File: src/rtl/ac_pkg.sv
`default_nettype none
// +----------------------------------------------------------------------------+
// | Module   : ac_pkg                                                          |
// | Purpose  : Shared types, default widths and helpers for the multi-lane     |
// |            access-control dispatcher (ac_lane_dispatcher, ac_lane_fifo).   |
// | Contents : ac_ld_state_t   - dispatcher FSM state encoding                 |
// |            c_def_*         - default parameter values                      |
// |            ac_ptr_inc()    - lane pointer increment with wrap              |
// | Revision : 1.0 - initial release                                           |
// +----------------------------------------------------------------------------+
package ac_pkg;

   typedef enum logic [0:0] {
      AC_LD_IDLE = 1'b0,
      AC_LD_RUN  = 1'b1
   } ac_ld_state_t;

   localparam int c_def_n_lanes        = 4;
   localparam int c_def_in_data_width  = 24;
   localparam int c_def_out_data_width = 24;
   localparam int c_def_fifo_depth     = 4;
   localparam int c_def_cnt_width      = 32;

   // Next round-robin lane index; wraps the last lane back to lane 0.
   function automatic int unsigned ac_ptr_inc(input int unsigned ptr,
                                              input int unsigned n_lanes);
      if (ptr >= n_lanes - 1) begin
         return 0;
      end
      return ptr + 1;
   endfunction

endpackage : ac_pkg
`default_nettype wire

File: src/rtl/ac_lane_fifo.sv
`default_nettype none
// +----------------------------------------------------------------------------+
// | Module   : ac_lane_fifo                                                    |
// | Purpose  : Synchronous per-lane output FIFO. Registered storage, not       |
// |            first-word-fall-through: a push in cycle t is visible at the    |
// |            head in t+1. full/empty are registered flags.                   |
// | Ports    : clk, rst        - clock, asynchronous active-high reset         |
// |            flush           - synchronous empty (discards contents)         |
// |            push, wdata     - write side (ignored while full)               |
// |            pop, rdata      - read side, rdata is the current head          |
// |            full, empty     - occupancy flags                               |
// | Params   : WIDTH - data width, DEPTH - entries (>=2, power of two)         |
// | Revision : 1.0 - initial release                                           |
// +----------------------------------------------------------------------------+
module ac_lane_fifo #(
   parameter int WIDTH = 24,
   parameter int DEPTH = 4
) (
   input  logic             clk,
   input  logic             rst,
   input  logic             flush,
   input  logic             push,
   input  logic [WIDTH-1:0] wdata,
   input  logic             pop,
   output logic [WIDTH-1:0] rdata,
   output logic             full,
   output logic             empty
);

   localparam int c_aw = (DEPTH > 1) ? $clog2(DEPTH) : 1;

   logic [WIDTH-1:0] r_mem [DEPTH];
   logic [c_aw-1:0]  r_wr_ptr;
   logic [c_aw-1:0]  r_rd_ptr;
   logic [c_aw:0]    r_count;
   logic             r_full;
   logic             r_empty;

   logic             w_do_push;
   logic             w_do_pop;
   logic [c_aw:0]    w_count_nxt;

   assign w_do_push = push && !r_full && !flush;
   assign w_do_pop  = pop && !r_empty && !flush;

   always_comb begin
      w_count_nxt = r_count;
      if (w_do_push && !w_do_pop) begin
         w_count_nxt = r_count + 1'b1;
      end else if (!w_do_push && w_do_pop) begin
         w_count_nxt = r_count - 1'b1;
      end
   end

   // Pointers wrap naturally because DEPTH is a power of two.
   always_ff @(posedge clk or posedge rst) begin
      if (rst) begin
         r_wr_ptr <= '0;
         r_rd_ptr <= '0;
         r_count  <= '0;
         r_full   <= 1'b0;
         r_empty  <= 1'b1;
      end else if (flush) begin
         r_wr_ptr <= '0;
         r_rd_ptr <= '0;
         r_count  <= '0;
         r_full   <= 1'b0;
         r_empty  <= 1'b1;
      end else begin
         if (w_do_push) begin
            r_wr_ptr <= r_wr_ptr + 1'b1;
         end
         if (w_do_pop) begin
            r_rd_ptr <= r_rd_ptr + 1'b1;
         end
         r_count <= w_count_nxt;
         r_full  <= (w_count_nxt == (c_aw + 1)'(DEPTH));
         r_empty <= (w_count_nxt == '0);
      end
   end

   // Storage carries no reset; validity is tracked by the pointers alone.
   always_ff @(posedge clk) begin
      if (w_do_push) begin
         r_mem[r_wr_ptr] <= wdata;
      end
   end

   assign rdata = r_mem[r_rd_ptr];
   assign full  = r_full;
   assign empty = r_empty;

endmodule : ac_lane_fifo
`default_nettype wire

File: src/rtl/ac_lane_dispatcher.sv
`default_nettype none
// +----------------------------------------------------------------------------+
// | Module   : ac_lane_dispatcher                                              |
// | Purpose  : Round-robin dispatch of an input AXI-Stream across N_LANES      |
// |            processing elements and in-order re-collection of their         |
// |            results through per-lane FIFOs into one output AXI-Stream.      |
// |            Counts input/output beats against per-frame totals and pulses   |
// |            done when the last output beat is accepted.                     |
// | Ports    : clk, rst                 - clock, async active-high reset       |
// |            start, in_total,         - frame control (totals sampled at     |
// |            out_total                  start)                               |
// |            busy, done               - frame status                         |
// |            in_cnt, out_cnt          - accepted / emitted beat counts       |
// |            s_axis_*                 - input stream                         |
// |            lane_r*                  - per-lane read channel (lane i slice) |
// |            lane_w*                  - per-lane write channel               |
// |            m_axis_*                 - output stream                        |
// |            perf_istall, perf_ostall - stall counters (AC_LANE_PERF_EN)     |
// | Config   : `define AC_LANE_PERF_EN adds the stall performance counters.    |
// | Revision : 1.0 - initial release                                           |
// +----------------------------------------------------------------------------+
module ac_lane_dispatcher
   import ac_pkg::*;
#(
   parameter int N_LANES        = c_def_n_lanes,
   parameter int IN_DATA_WIDTH  = c_def_in_data_width,
   parameter int OUT_DATA_WIDTH = c_def_out_data_width,
   parameter int FIFO_DEPTH     = c_def_fifo_depth,
   parameter int CNT_WIDTH      = c_def_cnt_width
) (
   input  logic                              clk,
   input  logic                              rst,
   input  logic                              start,
   input  logic [CNT_WIDTH-1:0]              in_total,
   input  logic [CNT_WIDTH-1:0]              out_total,
   output logic                              busy,
   output logic                              done,
   output logic [CNT_WIDTH-1:0]              in_cnt,
   output logic [CNT_WIDTH-1:0]              out_cnt,
   input  logic                              s_axis_tvalid,
   output logic                              s_axis_tready,
   input  logic [IN_DATA_WIDTH-1:0]          s_axis_tdata,
   output logic [N_LANES-1:0]                lane_rvalid,
   input  logic [N_LANES-1:0]                lane_rready,
   output logic [N_LANES*IN_DATA_WIDTH-1:0]  lane_rdata,
   input  logic [N_LANES-1:0]                lane_wvalid,
   output logic [N_LANES-1:0]                lane_wready,
   input  logic [N_LANES*OUT_DATA_WIDTH-1:0] lane_wdata,
   output logic                              m_axis_tvalid,
   input  logic                              m_axis_tready,
   output logic [OUT_DATA_WIDTH-1:0]         m_axis_tdata,
   output logic                              m_axis_tlast
`ifdef AC_LANE_PERF_EN
   ,
   output logic [CNT_WIDTH-1:0]              perf_istall,
   output logic [CNT_WIDTH-1:0]              perf_ostall
`endif
);

   localparam int c_ptr_w = (N_LANES > 1) ? $clog2(N_LANES) : 1;

   ac_ld_state_t         r_state;
   logic [CNT_WIDTH-1:0] r_in_total;
   logic [CNT_WIDTH-1:0] r_out_total;
   logic [CNT_WIDTH-1:0] r_in_cnt;
   logic [CNT_WIDTH-1:0] r_out_cnt;
   logic [c_ptr_w-1:0]   r_in_ptr;
   logic [c_ptr_w-1:0]   r_out_ptr;
   logic                 r_done;

   logic                      w_run;
   logic                      w_start_ok;
   logic                      w_in_room;
   logic                      w_out_room;
   logic                      w_in_hs;
   logic                      w_out_hs;
   logic                      w_last_beat;
   logic [N_LANES-1:0]        w_full;
   logic [N_LANES-1:0]        w_empty;
   logic [N_LANES-1:0]        w_push;
   logic [N_LANES-1:0]        w_pop;
   logic [OUT_DATA_WIDTH-1:0] w_head [N_LANES];

   assign w_run      = (r_state == AC_LD_RUN);
   assign w_start_ok = (r_state == AC_LD_IDLE) && start &&
                       (in_total != '0) && (out_total != '0);
   // Counters stop at the latched totals because no handshake is offered
   // once they are reached.
   assign w_in_room  = (r_in_cnt < r_in_total);
   assign w_out_room = (r_out_cnt < r_out_total);

   // ------------------------------------------------------------------
   // Input dispatch: purely combinational, only the lane under in_ptr
   // sees a valid beat.
   // ------------------------------------------------------------------
   assign s_axis_tready = w_run && w_in_room && lane_rready[r_in_ptr];
   assign w_in_hs       = s_axis_tvalid && s_axis_tready;
   assign lane_rdata    = {N_LANES{s_axis_tdata}};

   always_comb begin
      lane_rvalid           = '0;
      lane_rvalid[r_in_ptr] = w_run && w_in_room && s_axis_tvalid;
   end

   // ------------------------------------------------------------------
   // Per-lane result buffering
   // ------------------------------------------------------------------
   generate
      for (genvar gi = 0; gi < N_LANES; gi++) begin : g_lane
         assign lane_wready[gi] = w_run && !w_full[gi];
         assign w_push[gi]      = lane_wvalid[gi] && lane_wready[gi];
         assign w_pop[gi]       = w_out_hs && (r_out_ptr == c_ptr_w'(gi));

         ac_lane_fifo #(
            .WIDTH (OUT_DATA_WIDTH),
            .DEPTH (FIFO_DEPTH)
         ) u_fifo (
            .clk   (clk),
            .rst   (rst),
            .flush (w_start_ok),
            .push  (w_push[gi]),
            .wdata (lane_wdata[gi*OUT_DATA_WIDTH +: OUT_DATA_WIDTH]),
            .pop   (w_pop[gi]),
            .rdata (w_head[gi]),
            .full  (w_full[gi]),
            .empty (w_empty[gi])
         );
      end
   endgenerate

   // ------------------------------------------------------------------
   // Output collection: strictly in lane order, waiting on out_ptr's
   // FIFO even when other lanes already hold data.
   // ------------------------------------------------------------------
   assign m_axis_tvalid = w_run && w_out_room && !w_empty[r_out_ptr];
   // Head only moves on a pop, so tdata/tlast hold while stalled.
   assign m_axis_tdata  = m_axis_tvalid ? w_head[r_out_ptr] : '0;
   assign m_axis_tlast  = m_axis_tvalid && (r_out_cnt == r_out_total - 1'b1);
   assign w_out_hs      = m_axis_tvalid && m_axis_tready;
   assign w_last_beat   = w_out_hs && (r_out_cnt == r_out_total - 1'b1);

   // ------------------------------------------------------------------
   // Frame control FSM
   // ------------------------------------------------------------------
   always_ff @(posedge clk or posedge rst) begin
      if (rst) begin
         r_state     <= AC_LD_IDLE;
         r_in_total  <= '0;
         r_out_total <= '0;
         r_in_cnt    <= '0;
         r_out_cnt   <= '0;
         r_in_ptr    <= '0;
         r_out_ptr   <= '0;
         r_done      <= 1'b0;
      end else begin
         r_done <= 1'b0;
         case (r_state)
            AC_LD_IDLE: begin
               if (w_start_ok) begin
                  r_state     <= AC_LD_RUN;
                  r_in_total  <= in_total;
                  r_out_total <= out_total;
                  r_in_cnt    <= '0;
                  r_out_cnt   <= '0;
                  r_in_ptr    <= '0;
                  r_out_ptr   <= '0;
               end
            end
            AC_LD_RUN: begin
               if (w_in_hs) begin
                  r_in_cnt <= r_in_cnt + 1'b1;
                  r_in_ptr <= c_ptr_w'(ac_ptr_inc(32'(r_in_ptr), 32'(N_LANES)));
               end
               if (w_out_hs) begin
                  r_out_cnt <= r_out_cnt + 1'b1;
                  r_out_ptr <= c_ptr_w'(ac_ptr_inc(32'(r_out_ptr), 32'(N_LANES)));
               end
               if (w_last_beat) begin
                  r_state <= AC_LD_IDLE;
                  r_done  <= 1'b1;
               end
            end
            default: r_state <= AC_LD_IDLE;
         endcase
      end
   end

   assign busy    = w_run;
   assign done    = r_done;
   assign in_cnt  = r_in_cnt;
   assign out_cnt = r_out_cnt;

`ifdef AC_LANE_PERF_EN
   // ------------------------------------------------------------------
   // Stall counters, cleared on an accepted start, saturating at all-ones
   // ------------------------------------------------------------------
   logic [CNT_WIDTH-1:0] r_perf_istall;
   logic [CNT_WIDTH-1:0] r_perf_ostall;

   always_ff @(posedge clk or posedge rst) begin
      if (rst) begin
         r_perf_istall <= '0;
         r_perf_ostall <= '0;
      end else if (w_start_ok) begin
         r_perf_istall <= '0;
         r_perf_ostall <= '0;
      end else if (w_run) begin
         if (s_axis_tvalid && !s_axis_tready && w_in_room && (r_perf_istall != '1)) begin
            r_perf_istall <= r_perf_istall + 1'b1;
         end
         if (m_axis_tvalid && !m_axis_tready && (r_perf_ostall != '1)) begin
            r_perf_ostall <= r_perf_ostall + 1'b1;
         end
      end
   end

   assign perf_istall = r_perf_istall;
   assign perf_ostall = r_perf_ostall;
`endif

endmodule : ac_lane_dispatcher
`default_nettype wire

File: config.mk
export PLATFORM = sky130hd
export DESIGN_NAME = ac_lane_dispatcher
export DESIGN_NICKNAME = d
export VERILOG_FILES = /design/src/rtl/ac_pkg.sv /design/src/rtl/ac_lane_fifo.sv /design/src/rtl/ac_lane_dispatcher.sv
export SDC_FILE = /design/constraint.sdc
export NUM_CORES = 1
export LEC_CHECK = 0
export BUFFER_PORTS_ARGS = -buffer_cell sky130_fd_sc_hd__clkbuf_2
export CAP_MARGIN = 5
export CORE_MARGIN = 10
export CORE_UTILIZATION = 56
export DETAILED_ROUTE_END_ITERATION = 10
export GPL_TIMING_DRIVEN = 0
export PLACE_DENSITY = 0.86
export SLEW_MARGIN = 0
export SYNTH_ARGS = -nofsm -noshare
export SYNTH_HDL_FRONTEND = slang
export SYNTH_SLANG_ARGS = --single-unit
File: constraint.sdc
create_clock -name clk -period 7.1 [get_ports clk]
set_clock_uncertainty 0.1 [all_clocks]
set_input_delay 1.065 -clock clk [delete_from_list [all_inputs] [get_ports clk]]
set_output_delay 1.065 -clock clk [all_outputs]
set_load 0.02 [all_outputs]
==> reports/results.ini, run 1 <==
[hold_path]
hold_path.class=reg2reg

[clock_tree]
clockBufferDepth=3
cts-hold-fix-buffers=0
cts_tree=yes
htreeDepth=2
cts_resized=0
clkTransAtPathRegs_ps=60
cts-root-buf=clkbuf_16
post_cts_buffers=0
clk_latency_ps=620
cts_sinks=554
cts_buffers=55

[power_and_ir_drop]
power_frac_clock=0.254
power_frac_seq=0.395
power.switching_mw=4.17
p_leak_nw=12.4
ir_worst_vdd_uv=366
cellInternalPower_mw=7.41
combPwrFrac=0.351
power_density_nw_per_um2=376
p_sw_frac=0.360

[sta]
finalSetupTns_ps=0
drv_slew=0
min_period_ps=6030
fin_ws_ps=1070
tightest_slew_ps=1420
rsz0062_at_grt=false
hold_violations=0
max_freq_mhz=166
slew_headroom=0.0564
setup_viol=0
period_share=0.850

[floorplanning]
placementRows=79
core-area_um2=46400
fp.dieW_um=236
die_area_um2=55700
die_y_um=236
io_pins=394
start_util=0.564

[drt]
ant_nets=0
drt_iter0_drc=2514
drtPass1Iterations=6
avgRoutedWirePerCell_um=26.9
routed_wl_um=80700
via_per_inst=6.35
drc_errors=0
via_count=19039

[layout]
nets=2625
drive_gt1_frac=0.293
final_cell_area_um2=30800
utilization=0.664
fillers=3111
layoutNonFillerInstCount=2996
layout_common_cells=edfxtp_1, clkbuf_2, dfrtp_1
synthToLayoutAreaGrowth_pct=17.8
layout_commonest_cell=edfxtp_1

[synthesis]
async_flop_share=0.307
yosysSeqAreaShare=0.604
syn_nets=2192
synth_edf_count=384
syn_avg_cell_area_um2=13.8
yosysUniqueCellTypes=65
syn_area_um2=26100
ys_ff_latch=554
ys.flop_type=edfxtp_1
ys_warn_count=0
synthCells=1897

[worst_setup_path]
crit_arrival_ps=4870
worstSetupPathType=reg2out
worst-path-max-fanout=5
required_ps=5930
r2r_slack_ps=2450
start_kind=flop
worst_setup_path_end_kind=output port

[placement]
dp_slack_ps=1710
dp_hpwl_um=55700
gp_congestion=0.925
placed_cell_area_um2=28800
io_buffer_count=369
dp.cells=2874

[run_status]
status=complete, no violations

[grt]
antenna_found_initial=18
grt_max_degree=97
grtUsageMet3=0.0688
met2_usage=0.459
grt.busiest_layer=met2
grt.total_usage=0.280
overflow=0
met1_usage=0.344
grt_pass1_wl_um=120000
grt_pass1_vias=19053

[run]
maxCapViolations=0

[path summary, 6_finish.rpt]
| check | from | to | cells after the start |
|---|---|---|---|
| min | r_in_total[0]$_DFFE_PP0P_ | r_in_total[0]$_DFFE_PP0P_ | 2 |
| max | r_out_total[0]$_DFFE_PP0P_ | m_axis_tlast | 11 |
| min reg2reg | r_in_total[0]$_DFFE_PP0P_ | r_in_total[0]$_DFFE_PP0P_ | 2 |
| max reg2reg | r_out_ptr[0]$_DFFE_PP0P_ | g_lane[1].u_fifo.full$_DFF_PP0_ | 10 |
| min in group asynchronous | rst | r_out_total[22]$_DFFE_PP0P_ | 2 |
| max in group asynchronous | rst | g_lane[2].u_fifo.empty$_DFF_PP1_ | 3 |
[kinds of logic (layout without fill, tap and decap cells)]
kind of cell / count (synthesis) / in the layout / synth area share
flip-flops: 554 / 554 / 0.604
AND/OR/NAND/NOR: 509 / 509 / 0.0993
buffers and inverters: 269 / 749 / 0.0525
AO/OA/AOI/OAI: 230 / 230 / 0.0529
multiplexers: 137 / 137 / 0.111
adder cells (fa/ha/maj): 99 / 99 / 0.0473
XOR/XNOR: 99 / 99 / 0.0332
other: 0 / 12 / 0
[sequential cells by signal (all words and copies together), names as in the netlist]
register / cells
r_in_ptr: 2
g_lane.u_fifo.empty: 4
r_in_total: 32
g_lane.u_fifo.r_mem: 384
done: 1
g_lane.u_fifo.r_rd_ptr: 8
g_lane.u_fifo.r_wr_ptr: 8
out_cnt: 32
g_lane.u_fifo.r_count: 12
busy: 1
r_out_total: 32
in_cnt: 32
r_out_ptr: 2
g_lane.u_fifo.full: 4
[Yosys cell counts, types with 3 or more instances]
cell	count	area, um^2
nor3_1	24	120
nand3_1	51	255
nor2b_1	4	25.0
or3_1	15	93.8
a211oi_1	8	60.1
mux2i_1	10	100
xnor2_1	53	464
dfrtp_1	166	4150
or4_1	5	37.5
nand2b_1	5	31.3
o21a_1	6	45.0
nor4_1	29	181
nand4b_1	3	26.3
clkbuf_1	64	240
buf_4	96	721
a31oi_1	4	25.0
buf_1	13	48.8
o31ai_1	13	97.6
dfstp_2	4	105
nor2_1	96	360
o2bb2ai_1	4	35.0
a21oi_1	42	210
nand2_1	140	526
inv_1	92	345
o21ai_0	108	541
a21o_1	13	97.6
ha_1	98	1230
mux2_2	6	67.6
o211ai_1	9	67.6
nand4_1	42	263
mux4_2	121	2730
a22oi_1	4	30.0
and3_1	66	413
and2_1	10	62.6
and4_1	7	61.3
edfxtp_1	384	11500
o2111ai_1	3	26.3
xor2_1	46	403
[through the flow]
stage | power, mW | hold slack, ps
after global placement | 8.11 | 371
after detailed placement | 8.41 | 383
after CTS | 11.4 | 396
final | 11.6 | 394
after global routing | 11.9 | 411
after floorplan | 7.04 | 347
[layer usage]
layer  share of wire  routed length [um]  up-vias
met1            0.34               27600     9395
met3            0.12                9390      302
li1                -                   -     7909
met5          0.0014                 111        -
met4           0.055                4410       16
met2            0.48               39100     1417
[worst max-delay path, cell delays in order (launching register included)]
cell and delay (ps):
dfrtp_1 420, inv_1 90, ha_1 270, or4b_2 700, nor3_1 610, nand3_1 180
xnor2_1 170, nor4_1 380, o2111ai_1 330, or4_4 580, nor4_1 280, clkbuf_2 240
[power by group through the flow]
stage	registers (mW)	clock network (mW)	logic [mW]
2_1_floorplan	4.47	0	2.57
3_3_place_gp	4.51	0	3.60
3_5_place_dp	4.59	0	3.82
4_1_cts	4.56	2.93	3.94
5_1_grt	4.61	3.05	4.28
6_report	4.58	2.94	4.07
[cell type report]
cell class | count | area [um^2] | area share
diodes | 12 | 30.0 | 0.000976
plain buffers | 175 | 1020 | 0.0331
clock buffers | 70 | 1430 | 0.0466
clock inverters | 34 | 370 | 0.0120
inverters | 94 | 360 | 0.0117
multi-input cells | 1074 | 8990 | 0.292
flip-flops and latches | 554 | 15800 | 0.513
well taps | 607 | 759 | 0.0247
repair buffers | 376 | 2020 | 0.0657
Note: power is estimated with default switching activity, not from simulation.
==> run 2: changes to the inputs <==
- ABC_AREA: not set -> 1
- CORE_UTILIZATION: 56 -> 52
- PLACE_DENSITY: 0.86 -> 0.83
- clock period: 7.1 -> 5.3 ns (I/O delays scaled with it)
==> run 2 against run 1 <==
Compared with the run above: final cell count increased by 36%; highest routed layer unchanged; global-route usage decreased by 2.5 points; largest power group is now combinational cells; critical path depth unchanged.
==> reports/results.ini, run 2 <==
[sta]
tightest_slew_ps=1050  ; -362 ps
min_period_ps=4870
rsz0062_at_grt=false
drv_slew=0  ; unchanged
fin_ws_ps=432  ; -634 ps
hold_violations=0  ; unchanged
finalSetupTns_ps=0  ; unchanged
slew_headroom=0.298  ; +0.242
period_share=0.919
max_freq_mhz=205
setup_viol=0  ; unchanged

[grt]
grt_max_degree=42  ; -57%
grt.busiest_layer=met2
grt_pass1_wl_um=127000  ; +5.9%
antenna_found_initial=21  ; +3
grt.total_usage=0.254  ; -0.0255
overflow=0  ; unchanged
grtUsageMet3=0.0613  ; -0.00752
met2_usage=0.415  ; -0.0442
met1_usage=0.317  ; -0.0268
grt_pass1_vias=22195  ; +16%

[synthesis]
synth_top_family_by_area=simple AND/OR/NAND/NOR gates
yosys-top-cells-area=edfxtp_1, dfrtp_1, nand2_1
synth.top_cell.area_share=0.414  ; -0.0268
synth_fa_ha_area_frac=0.0441  ; -0.00324
yosysTopAreaCell=edfxtp_1
synth_edf_count=384  ; unchanged
synth_mux_area_frac=0  ; -0.111
syn_nets=3165  ; +44%
yosysSeqAreaShare=0.567  ; -0.0368
synthXorXnorAreaFrac=0.0258  ; -0.00741
ys_ff_latch=554  ; unchanged
synth_most_common_cell=nand2_1
ys.flop_type=edfxtp_1
async_flop_share=0.307  ; unchanged
yosysUniqueCellTypes=57  ; -12%
synthCells=2870  ; +51%
synth_common_cells=nand2_1, edfxtp_1, nor2_1
ys_warn_count=0  ; unchanged
synthSimpleGateAreaFrac=0.181  ; +0.0818
syn_avg_cell_area_um2=9.70  ; -30%
syn_area_um2=27800  ; +6.5%
synth_compound_area_frac=0.109  ; +0.0558

[layout]
multiInputGateArea_um2=10000  ; +12%
layoutNonFillerInstCount=4063  ; +36%
fillers=4047  ; +30%
seq_area_um2=15800  ; unchanged
nets=3610  ; +38%
synthToLayoutAreaGrowth_pct=18.0
layout_commonest_cell=nand2_1
drive_gt1_frac=0.192  ; -0.101
layout_common_cells=nand2_1, edfxtp_1, clkbuf_2
largest_reg_flops=384  ; unchanged
largest_register=g_lane.u_fifo.r_mem

[hold_path]
hold_path.class=in2async

[worst_setup_path]
worstSetupPathType=reg2out
start_kind=flop
crit_arrival_ps=3970  ; -900 ps
required_ps=4410  ; -1520 ps
worst-path-max-fanout=10  ; +5
worst_setup_path_end_kind=output port

[clock_tree]
cts_tree=yes
cts-root-buf=clkbuf_16
htreeDepth=2  ; unchanged
post_cts_buffers=0  ; unchanged
clockBufferDepth=3  ; unchanged
clkTransAtPathRegs_ps=60  ; about the same
cts_sinks=554  ; unchanged
cts-hold-fix-buffers=0  ; unchanged
cts_resized=0  ; unchanged
clk_latency_ps=660  ; +40 ps
cts_buffers=54  ; -1.8%

[drt]
avgRoutedWirePerCell_um=20.5  ; -24%
drtPass1Iterations=7  ; +1
drt_iter0_drc=2552  ; +1.5%
via_count=23247  ; +22%
routed_wl_um=83200  ; +3.2%
ant_nets=0  ; unchanged
via_per_inst=5.72  ; -10%
drc_errors=0  ; unchanged

[placement]
io_buffer_count=369  ; unchanged
gp_congestion=0.955  ; +3.2%
dp_hpwl_um=62300  ; +12%
dp_slack_ps=1210  ; -494 ps
dp.cells=3947  ; +37%

[run_status]
status=complete, no violations

[power_and_ir_drop]
p_leak_nw=14.0  ; +12%
ir_worst_vdd_uv=326  ; -11%
power_density_nw_per_um2=497  ; +32%
total_power_mw=16.3  ; +41%

[floorplanning]
start_util=0.527  ; -0.0363
placementRows=84  ; +6.3%
fp.dieW_um=251  ; +6.5%
die_y_um=251  ; +6.5%
io_pins=394  ; unchanged
die_area_um2=63200  ; +13%
core-area_um2=52800  ; +14%

[run]
maxCapViolations=0  ; unchanged

## run 2: changes by cell type after synthesis, moves of 42 or more
cell / change
nand2_1: +565
a21oi_1: +168
nor2_1: +156
mux4_2: -121
inv_1: +120
and3_1: -63
nand3_1: +48
a221oi_1: +42
## run 2: logic make-up after synthesis
logic type	count (synthesis)
buffers and inverters	436
and+or+nand+nor	1200
xor gates and xnor gates	81
adders and majority gates	98
AOI/OAI and AO/OA	501
DFF	554
## run 2: layout make-up
type | instances | area share
Multi-Input combinational cell | 1880 | 0.306
Inverter | 218 | 0.0251
Buffer | 218 | 0.0369
Clock buffer | 64 | 0.0435
Sequential cell | 554 | 0.481
Tap cell | 688 | 0.0262
Clock inverter | 38 | 0.0116
Timing Repair Buffer | 389 | 0.0686
Antenna cell | 14 | 0.00107
## run 2: path summary, 6_finish.rpt
path	to	from	slack (ps)	cells after the start
setup / recovery	m_axis_tdata[22]	out_cnt[5]$_DFFE_PP0P_	430	11
hold / removal	r_in_total[7]$_DFFE_PP0P_	rst	200	2
setup reg to reg	g_lane[0].u_fifo.empty$_DFF_PP1_	r_out_ptr[0]$_DFFE_PP0P_	1890	15
hold reg to reg	out_cnt[31]$_DFFE_PP0P_	out_cnt[31]$_DFFE_PP0P_	440	1
max in group asynchronous	g_lane[2].u_fifo.empty$_DFF_PP1_	rst	3950	4
min in group clk	g_lane[2].u_fifo.r_mem[0][14]$_DFFE_PP_	lane_wdata[62]	250	1
## run 2: routing by layer
metal | vias to the layer above | wire [um]
met5 | - | 100
met4 | 18 | 3920
met3 | 238 | 9710
met2 | 1459 | 39100
met1 | 10871 | 30400
li1 | 10661 | -
## run 2: power breakdown
group | switching, mW | leakage (nW) | internal [mW]
clock network | 1.71 | 0.873 | 2.19
logic | 4.44 | 7.40 | 1.98
registers | 0.453 | 5.69 | 5.53
## run 2: critical path, stage by stage, from the launching register on
cell,delay (ps)
dfrtp_1,590
ha_1,320
a21oi_1,140
o21a_1,120
nand2_1,70
nand2_1,60
nand2_1,80
nand2_1,210
nand2_1,380
clkbuf_1,430
a311oi_1,660
clkbuf_2,290
## run 2: stage by stage
stage,hold WS [ps],utilization,area [um^2]
6_report,203,0.622,32800
5_1_grt,234,0.622,32800
4_1_cts,193,0.622,32800
3_5_place_dp,436,0.587,31000
3_3_place_gp,418,0.579,30500
2_1_floorplan,401,-,27800
